### src/rtl/gf_inverse_seq.sv
// gf_inverse_seq: sequential GF(2^8) inverse (x^254 mod 0x11B) by square-and-multiply over 13 cycles
//   clk, rst               : clock, asynchronous active-high reset
//   in_valid/in_ready      : input handshake for byte_in and encrypt tag
//   out_valid/out_ready    : output handshake for byte_out and encrypt_out (both 0 when idle)
//   busy                   : high while calculating or holding a result
module gf_inverse_seq (
  input  logic       clk,
  input  logic       rst,
  input  logic       in_valid,
  output logic       in_ready,
  input  logic [7:0] byte_in,
  input  logic       encrypt,
  output logic       out_valid,
  input  logic       out_ready,
  output logic [7:0] byte_out,
  output logic       encrypt_out,
  output logic       busy
);
  localparam logic [1:0] IDLE = 2'd0, CALC = 2'd1, DONE = 2'd2;
  logic [1:0] state_q, state_d;
  logic [7:0] acc_q, acc_d, base_q, base_d;
  logic [3:0] step_q, step_d;
  logic       tag_q, tag_d;
  logic       accept, calc;
  function automatic logic [7:0] gf_mul(input logic [7:0] a, input logic [7:0] b);
    logic [14:0] p;
    p = '0;
    for (int i = 0; i < 8; i++) p = p ^ (b[i] ? ({7'b0, a} << i) : 15'd0);
    for (int i = 14; i >= 8; i--) p = p ^ (p[i] ? (15'h11B << (i - 8)) : 15'd0);
    return p[7:0];
  endfunction
  always_ff @(posedge clk or posedge rst)
    if (rst) state_q <= IDLE;
    else     state_q <= state_d;
  // even steps square, odd steps multiply by the original byte
  always_ff @(posedge clk or posedge rst)
    if (rst) begin
      acc_q  <= '0;
      base_q <= '0;
      step_q <= '0;
      tag_q  <= 1'b0;
    end else begin
      acc_q  <= acc_d;
      base_q <= base_d;
      step_q <= step_d;
      tag_q  <= tag_d;
    end
  always_comb begin
    accept  = in_valid & in_ready;
    calc    = state_q == CALC;
    state_d = (state_q == IDLE) ? (accept ? CALC : IDLE)
            : calc ? ((step_q == 4'd12) ? DONE : (step_q > 4'd12) ? IDLE : CALC)
            : (state_q == DONE) ? (out_ready ? IDLE : DONE)
            : IDLE;
    acc_d   = accept ? byte_in : calc ? gf_mul(acc_q, step_q[0] ? base_q : acc_q) : acc_q;
    base_d  = accept ? byte_in : base_q;
    tag_d   = accept ? encrypt : tag_q;
    step_d  = accept ? 4'd0 : calc ? step_q + 4'd1 : step_q;
  end
  always_comb begin
    in_ready    = (state_q == IDLE) & ~rst;
    out_valid   = state_q == DONE;
    busy        = state_q != IDLE;
    byte_out    = out_valid ? acc_q : 8'd0;
    encrypt_out = out_valid & tag_q;
  end
endmodule

### config.mk
export PLATFORM = sky130hd
export DESIGN_NAME = gf_inverse_seq
export DESIGN_NICKNAME = d
export VERILOG_FILES = /design/src/rtl/gf_inverse_seq.sv
export SDC_FILE = /design/constraint.sdc
export NUM_CORES = 1
export LEC_CHECK = 0
export CAP_MARGIN = 20
export CORE_AREA = 3 3 81 64
export CTS_CLUSTER_SIZE = 12
export DETAILED_ROUTE_END_ITERATION = 10
export DIE_AREA = 0 0 84 67
export PLACE_DENSITY = 0.82
export REMOVE_ABC_BUFFERS = 1
export SLEW_MARGIN = 10
export SYNTH_ARGS = -nofsm -noshare
export SYNTH_HDL_FRONTEND = slang
export SYNTH_SLANG_ARGS = --single-unit
### constraint.sdc
create_clock -name clk -period 2.8 [get_ports clk]
set_clock_uncertainty 0.1 [all_clocks]
set_input_delay 0.56 -clock clk [delete_from_list [all_inputs] [get_ports clk]]
set_output_delay 0.56 -clock clk [all_outputs]
set_load 0.005 [all_outputs]
=== After elaboration in Yosys (flattened, before gate mapping) ===
Cells that the tools add are included.
Widths: inputs -> output; s select.

* Add/subtract/negate cells: 1
* Order comparisons: 1
* Equal/unequal tests: 3
* Muxes and demuxes: 28
* Bitwise operators: 18
* Reductions and logical operators: 3

{| class="wikitable"
|+ Operators by type and width
! kind !! number
|-
| $mux 8 || 6
|-
| $mux 11 || 2
|-
| $mux 10 || 2
|-
| $mux 9 || 2
|-
| $mux 15 || 1
|-
| $xor 14x15->15 || 1
|-
| $mux 14 || 1
|-
| $xor 13x14->14 || 1
|-
| $xor 14x14->14 || 1
|-
| $mux 13 || 1
|-
| $xor 12x13->13 || 1
|-
| $xor 13x13->13 || 1
|-
| $mux 12 || 1
|-
| $xor 11x12->12 || 1
|-
| $xor 12x12->12 || 1
|-
| $xor 10x11->11 || 1
|-
| $xor 11x11->11 || 1
|-
| $mux 2 || 5
|-
| $xor 10x10->10 || 1
|-
| $xor 9x10->10 || 1
|-
| $xor 8x9->9 || 1
|-
| $xor 9x9->9 || 1
|-
| $mux 4 || 2
|-
| $xor 8x8->8 || 1
|-
| other kinds (13) || 17
|}

* Register bits after elaboration: 23
* Input bits: 13
* Output and inout bits: 12
* Logic and storage cells: 59

=== Longest topological paths before layout ===
* Depth after elaboration: 25
* Mapped depth: 11
* Gate-level depth less buffers: 8

=== Worst setup path after synthesis ===
No wires, ideal clock.

* Path type: flip-flop to flip-flop
* Start point: register base_q[6]
* End point: register acc_q[0]
* Setup time: 0.092 ns
* Data arrival time: 2.247 ns
* Data required time: 2.608 ns
* Path slack: 0.361 ns
* Stages on the path, launching flop included: 10
* Buffers on the path: 1
* Period minus slack after synthesis: 2.439 ns
* Cell sequence: dfrtp_1 > buf_6 > mux2_2 > a211oi_2 > a211oi_1 > or3_4 > a211o_1 > and3b_1 > o21a_1 > o31ai_2

* Word-level cells in the longest chain between the ends: 15
* Elaborated cells between the ends (all ways): 16
* Those cells by class: 7 x mux; 9 x bitwise

{| class="wikitable"
|+ RTL lines
! what !! RTL line !! source
|-
| start, declared || 21 || <nowiki>logic [7:0] acc_q, acc_d, base_q, base_d;</nowiki>
|-
| start signal, assigned || 44 || <nowiki>base_q <= base_d;</nowiki>
|-
| $mux 8 (*) || 55 || <nowiki>acc_d = accept ? byte_in : calc ? gf_mul(acc_q, step_q[0] ? base_q : acc_q) : acc_q;</nowiki>
|-
| $mux 14 (*) || 28 || <nowiki>for (int i = 0; i < 8; i++) p = p ^ (b[i] ? ({7'b0, a} << i) : 15'd0);</nowiki>
|-
| $xor 13x14->14 (*) || 28 ||
|-
| $xor 14x15->15 (*) || 28 ||
|-
| $xor 14x14->14 (*) || 29 || <nowiki>for (int i = 14; i >= 8; i--) p = p ^ (p[i] ? (15'h11B << (i - 8)) : 15'd0);</nowiki>
|-
| $mux 10 or $xor 13x13->13 (tied branches) || 29 ||
|-
| $xor 13x13->13 (*) || 29 ||
|-
| $xor 12x12->12 (*) || 29 ||
|-
| $xor 11x11->11 (*) || 29 ||
|-
| $xor 10x10->10 (*) || 29 ||
|-
| $xor 9x9->9 (*) || 29 ||
|-
| $mux 5 (*) || 29 ||
|-
| $xor 8x8->8 (*) || 29 ||
|-
| $mux 8 (*) (2 in series) || 55 ||
|-
| end signal, assigned || 38 || <nowiki>acc_q <= '0;</nowiki>
|-
| end signal, assigned || 43 || <nowiki>acc_q <= acc_d;</nowiki>
|-
| end, declared || 21 ||
|}

Mark *: on every way between the ends. The rest lies on a longest branch, timed or not. The select of a mux whose other input is x is not followed.
A chain may end at the register's enable or synchronous reset.

=== Final worst setup path ===
* Start point: register acc_q[7]
* End point: register acc_q[0]

* Word-level cells in the longest chain between the ends: 18
* Elaborated cells between the ends (all ways): 24
* Those cells by class: 10 x mux; 14 x bitwise

{| class="wikitable"
|+ RTL lines
! what !! RTL line
|-
| $mux 9 || 28
|-
| $xor 8x9->9 || 28
|-
| $xor 9x10->10 || 28
|-
| $xor 10x11->11 || 28
|-
| $xor 11x12->12 || 28
|-
| $xor 12x13->13 || 28
|-
| $xor 13x14->14 || 28
|-
| $xor 14x15->15 (*) || 28
|-
| $xor 14x14->14 (*) || 29
|-
| $xor 13x13->13 (*) || 29
|-
| $xor 12x12->12 (*) || 29
|-
| $xor 11x11->11 (*) || 29
|-
| $xor 10x10->10 (*) || 29
|-
| $xor 9x9->9 (*) || 29
|-
| $mux 5 (*) || 29
|-
| $xor 8x8->8 (*) || 29
|-
| $mux 8 (*) (2 in series) || 55
|}

Marks and branches as above.

==> run summary <==
Status - finished, final reports clean
Proportion of layout cells with a drive suffix above 1 - 12.36%
Fin util - 66.19%
Synth unique cells - 49
First-pass GRT wire length - 11550 um
CP endpoint kind - flop
Count of TritonRoute iterations in the first routing pass - 6
CTS Root Cell - clkbuf_8
Slew Limit Fails - 0
Sequential share of the synthesized area - 22.79%
Worst EP required - 2.88 ns
Skew-Pair Late Insertion Delay - 0.27 ns
Worst setup SP type - flop
Cell Area, Synth - 2525 um2
Initial Utilization - 56.86%
CTS Buf Count - 3
CTS resizes - 0
Tmin final - 2.786 ns
Area Overhead vs Synth - 16.40%
Worst-path clk slew - 0.09 ns
RePlAce Congestion - 1.007
Clock Path Buffers - 2
Critical setup path kind - reg -> reg
Largest net degree at the start of global routing - 31
Post-Syn Instances - 335
Final hold vios - 0
H-tree levels - 1
CP Max Fanout - 12
Rel. slew slack - 40.39%
Ys async rst share - 100.0%
Crit-path max cell delay - 0.61 ns
Slew @ Worst Pin - 0.8923 ns
Worst reg2reg endpoint - acc_q[0]
Hold depth - 2
Final setup margin - 0.01365 ns
Via count - 2425
Die width - 84 um
Post-route ant nets - 0
Residual DRC count - 0
Top_reg_cell synth - dfrtp_1
DRT Wirelength - 7205 um
Fmax - 358.9 MHz
Port-buffer cells - 24
Hold Path Sink - tag_q
Vias per Instance - 5.872
CTS Hold Bufs - 0
R2R depth - 8
Setup violations, final - 0
Register area - 580.6 um2
Hold crit path type - reg -> reg
Clk sinks - 23
Post-Layout Cell Count - 413
Slowest-stage cell, CP - dfrtp_1
EDFF count, synth - 0
Hold path startpoint - tag_q
Area of the multi-input gates - 1787 um2
# fillers - 374
Post-CTS Setup Bufs - 0
Starting DRC count in detailed routing - 302
Total global-route track usage - 26.42%
Critical R2R Launch - acc_q[7]
#FFs+latches synth - 23
Worst path cell trace - nand2_1, xnor2_1, mux2_2, or3_4, a211o_1, and3b_1, o21a_1, o31ai_2
# IOs - 25
Die area - 5628 um2
Reg2reg setup slack - 0.01 ns
Final worst path period share - 99.51%
Worst EP arrival - 2.87 ns
Site Rows - 21
# diodes - 0
Vias in the first global route - 2261
Core area - 4441 um2
Die height - 67 um
Mean Syn Cell Area - 7.537 um2
Worst setup path start - acc_q[7]
Wirelength per Cell - 17.45 um
Setup TNS - 0 ns
Initial antenna violation count - 0
Pre-CTS WS - 0.1194 ns
CTS tree - built
Max Cap Viol - 0
Grt total ovfl - 0
Dpl hpwl - 5435 um
# placed instances - 409
Yosys warning total - 0
Nets@finish - 372
## how the worst max path moves through the flow
stage / to / slack (ns) / cells past startpoint
detailed placement: acc_q[0] / 0.12 / 8
CTS: acc_q[0] / 0.06 / 9
global route: acc_q[0] / -0.04 / 8
floorplan: acc_q[0] / -0.21 / 8
finish: acc_q[0] / 0.01 / 8
global placement: acc_q[0] / 0.18 / 8
## flip-flops by register name (all words and copies together), names as in the netlist
register and cells:
acc_q 8, step_q 4, tag_q 1, state_q 2, base_q 8
## Yosys cell counts (2+ instances only)
cell type	count	area (um2)
nand2_1	100	375.4
xnor2_1	30	262.8
dfrtp_1	23	575.6
xor2_1	18	157.7
o21ai_0	16	80.08
a21oi_1	13	65.06
and2_1	12	75.07
nor2_1	12	45.04
clkbuf_1	11	41.29
buf_2	10	50.05
inv_1	7	26.28
nand2b_1	6	37.54
o211ai_1	6	45.04
xnor3_1	5	112.6
mux2_2	4	45.04
mux2i_1	4	40.04
nor2b_1	4	25.02
o21a_1	4	30.03
buf_1	3	11.26
buf_4	3	22.52
buf_6	3	33.78
o221ai_1	3	26.28
a21boi_0	2	15.01
a22oi_1	2	15.01
a31oi_1	2	12.51
and3_1	2	12.51
and4_1	2	17.52
ha_1	2	25.02
nand3_1	2	10.01
nand4_1	2	12.51
o211a_1	2	20.02
o31ai_1	2	15.01
xor3_1	2	47.55
## cell families (layout without fill, tap and decap cells)
family,after synthesis,after routing,synth area share (%)
AOI/OAI and AO/OA,62,62,16.50
and+or+nand+nor,148,148,26.02
xor gates and xnor gates,55,55,22.99
DFF,23,23,22.79
adders and majority gates,2,2,0.9909
muxes,8,8,3.370
buffers and inverters,37,58,7.334
## routing by layer
layer / share of wire, % / GRT usage [%]
met5: 0 / 0
met4: 1.9 / 8.032
met3: 10 / 4.944
met2: 44 / 41.37
met1: 44 / 37.02
## cells in the final DEF, fill, tap and decap left out, drive strengths merged, types with 3 or more instances in the layout
cell type        n
nor2            12
o211ai           6
o31ai            3
nand2          100
dfrtp           23
o21a             4
buf             23
xnor3            5
nand2b           6
xor2            18
a21oi           13
and2            12
clkdlybuf4s50   24
inv              7
o21ai           16
nor2b            4
xnor2           30
mux2i            4
o221ai           3
clkbuf           3
mux2             4
## area by class of cell
cell class | instances | area share, %
clock buffers | 3 | 1.405
clock inverters | 1 | 0.2554
inverters | 7 | 0.8940
multi-input cells | 275 | 60.79
flip-flops and latches | 23 | 19.75
well taps | 57 | 2.427
repair buffers | 47 | 14.47
## worst max-delay path: cells and delay by family (launching register included)
family,cells,cell delay [ns]
AND/OR/NAND/NOR,3,0.74
AO/OA/AOI/OAI,3,0.67
flip-flops,1,0.61
multiplexers,1,0.37
XOR/XNOR,1,0.20
## metrics by stage
| stage | instance area [um2] | hold WS [ns] |
|---|---|---|
| 2_1_floorplan | 2366 | 0.3374 |
| 3_5_place_dp | 2863 | 0.3588 |
| 4_1_cts | 2912 | 0.3811 |
| 3_3_place_gp | 2863 | 0.3534 |
| 6_report | 2939 | 0.3755 |
| 5_1_grt | 2939 | 0.4247 |
Power is left out: the tool's default activity adds up to more than one toggle a clock period on the data nets, which glitch-free logic cannot reach.
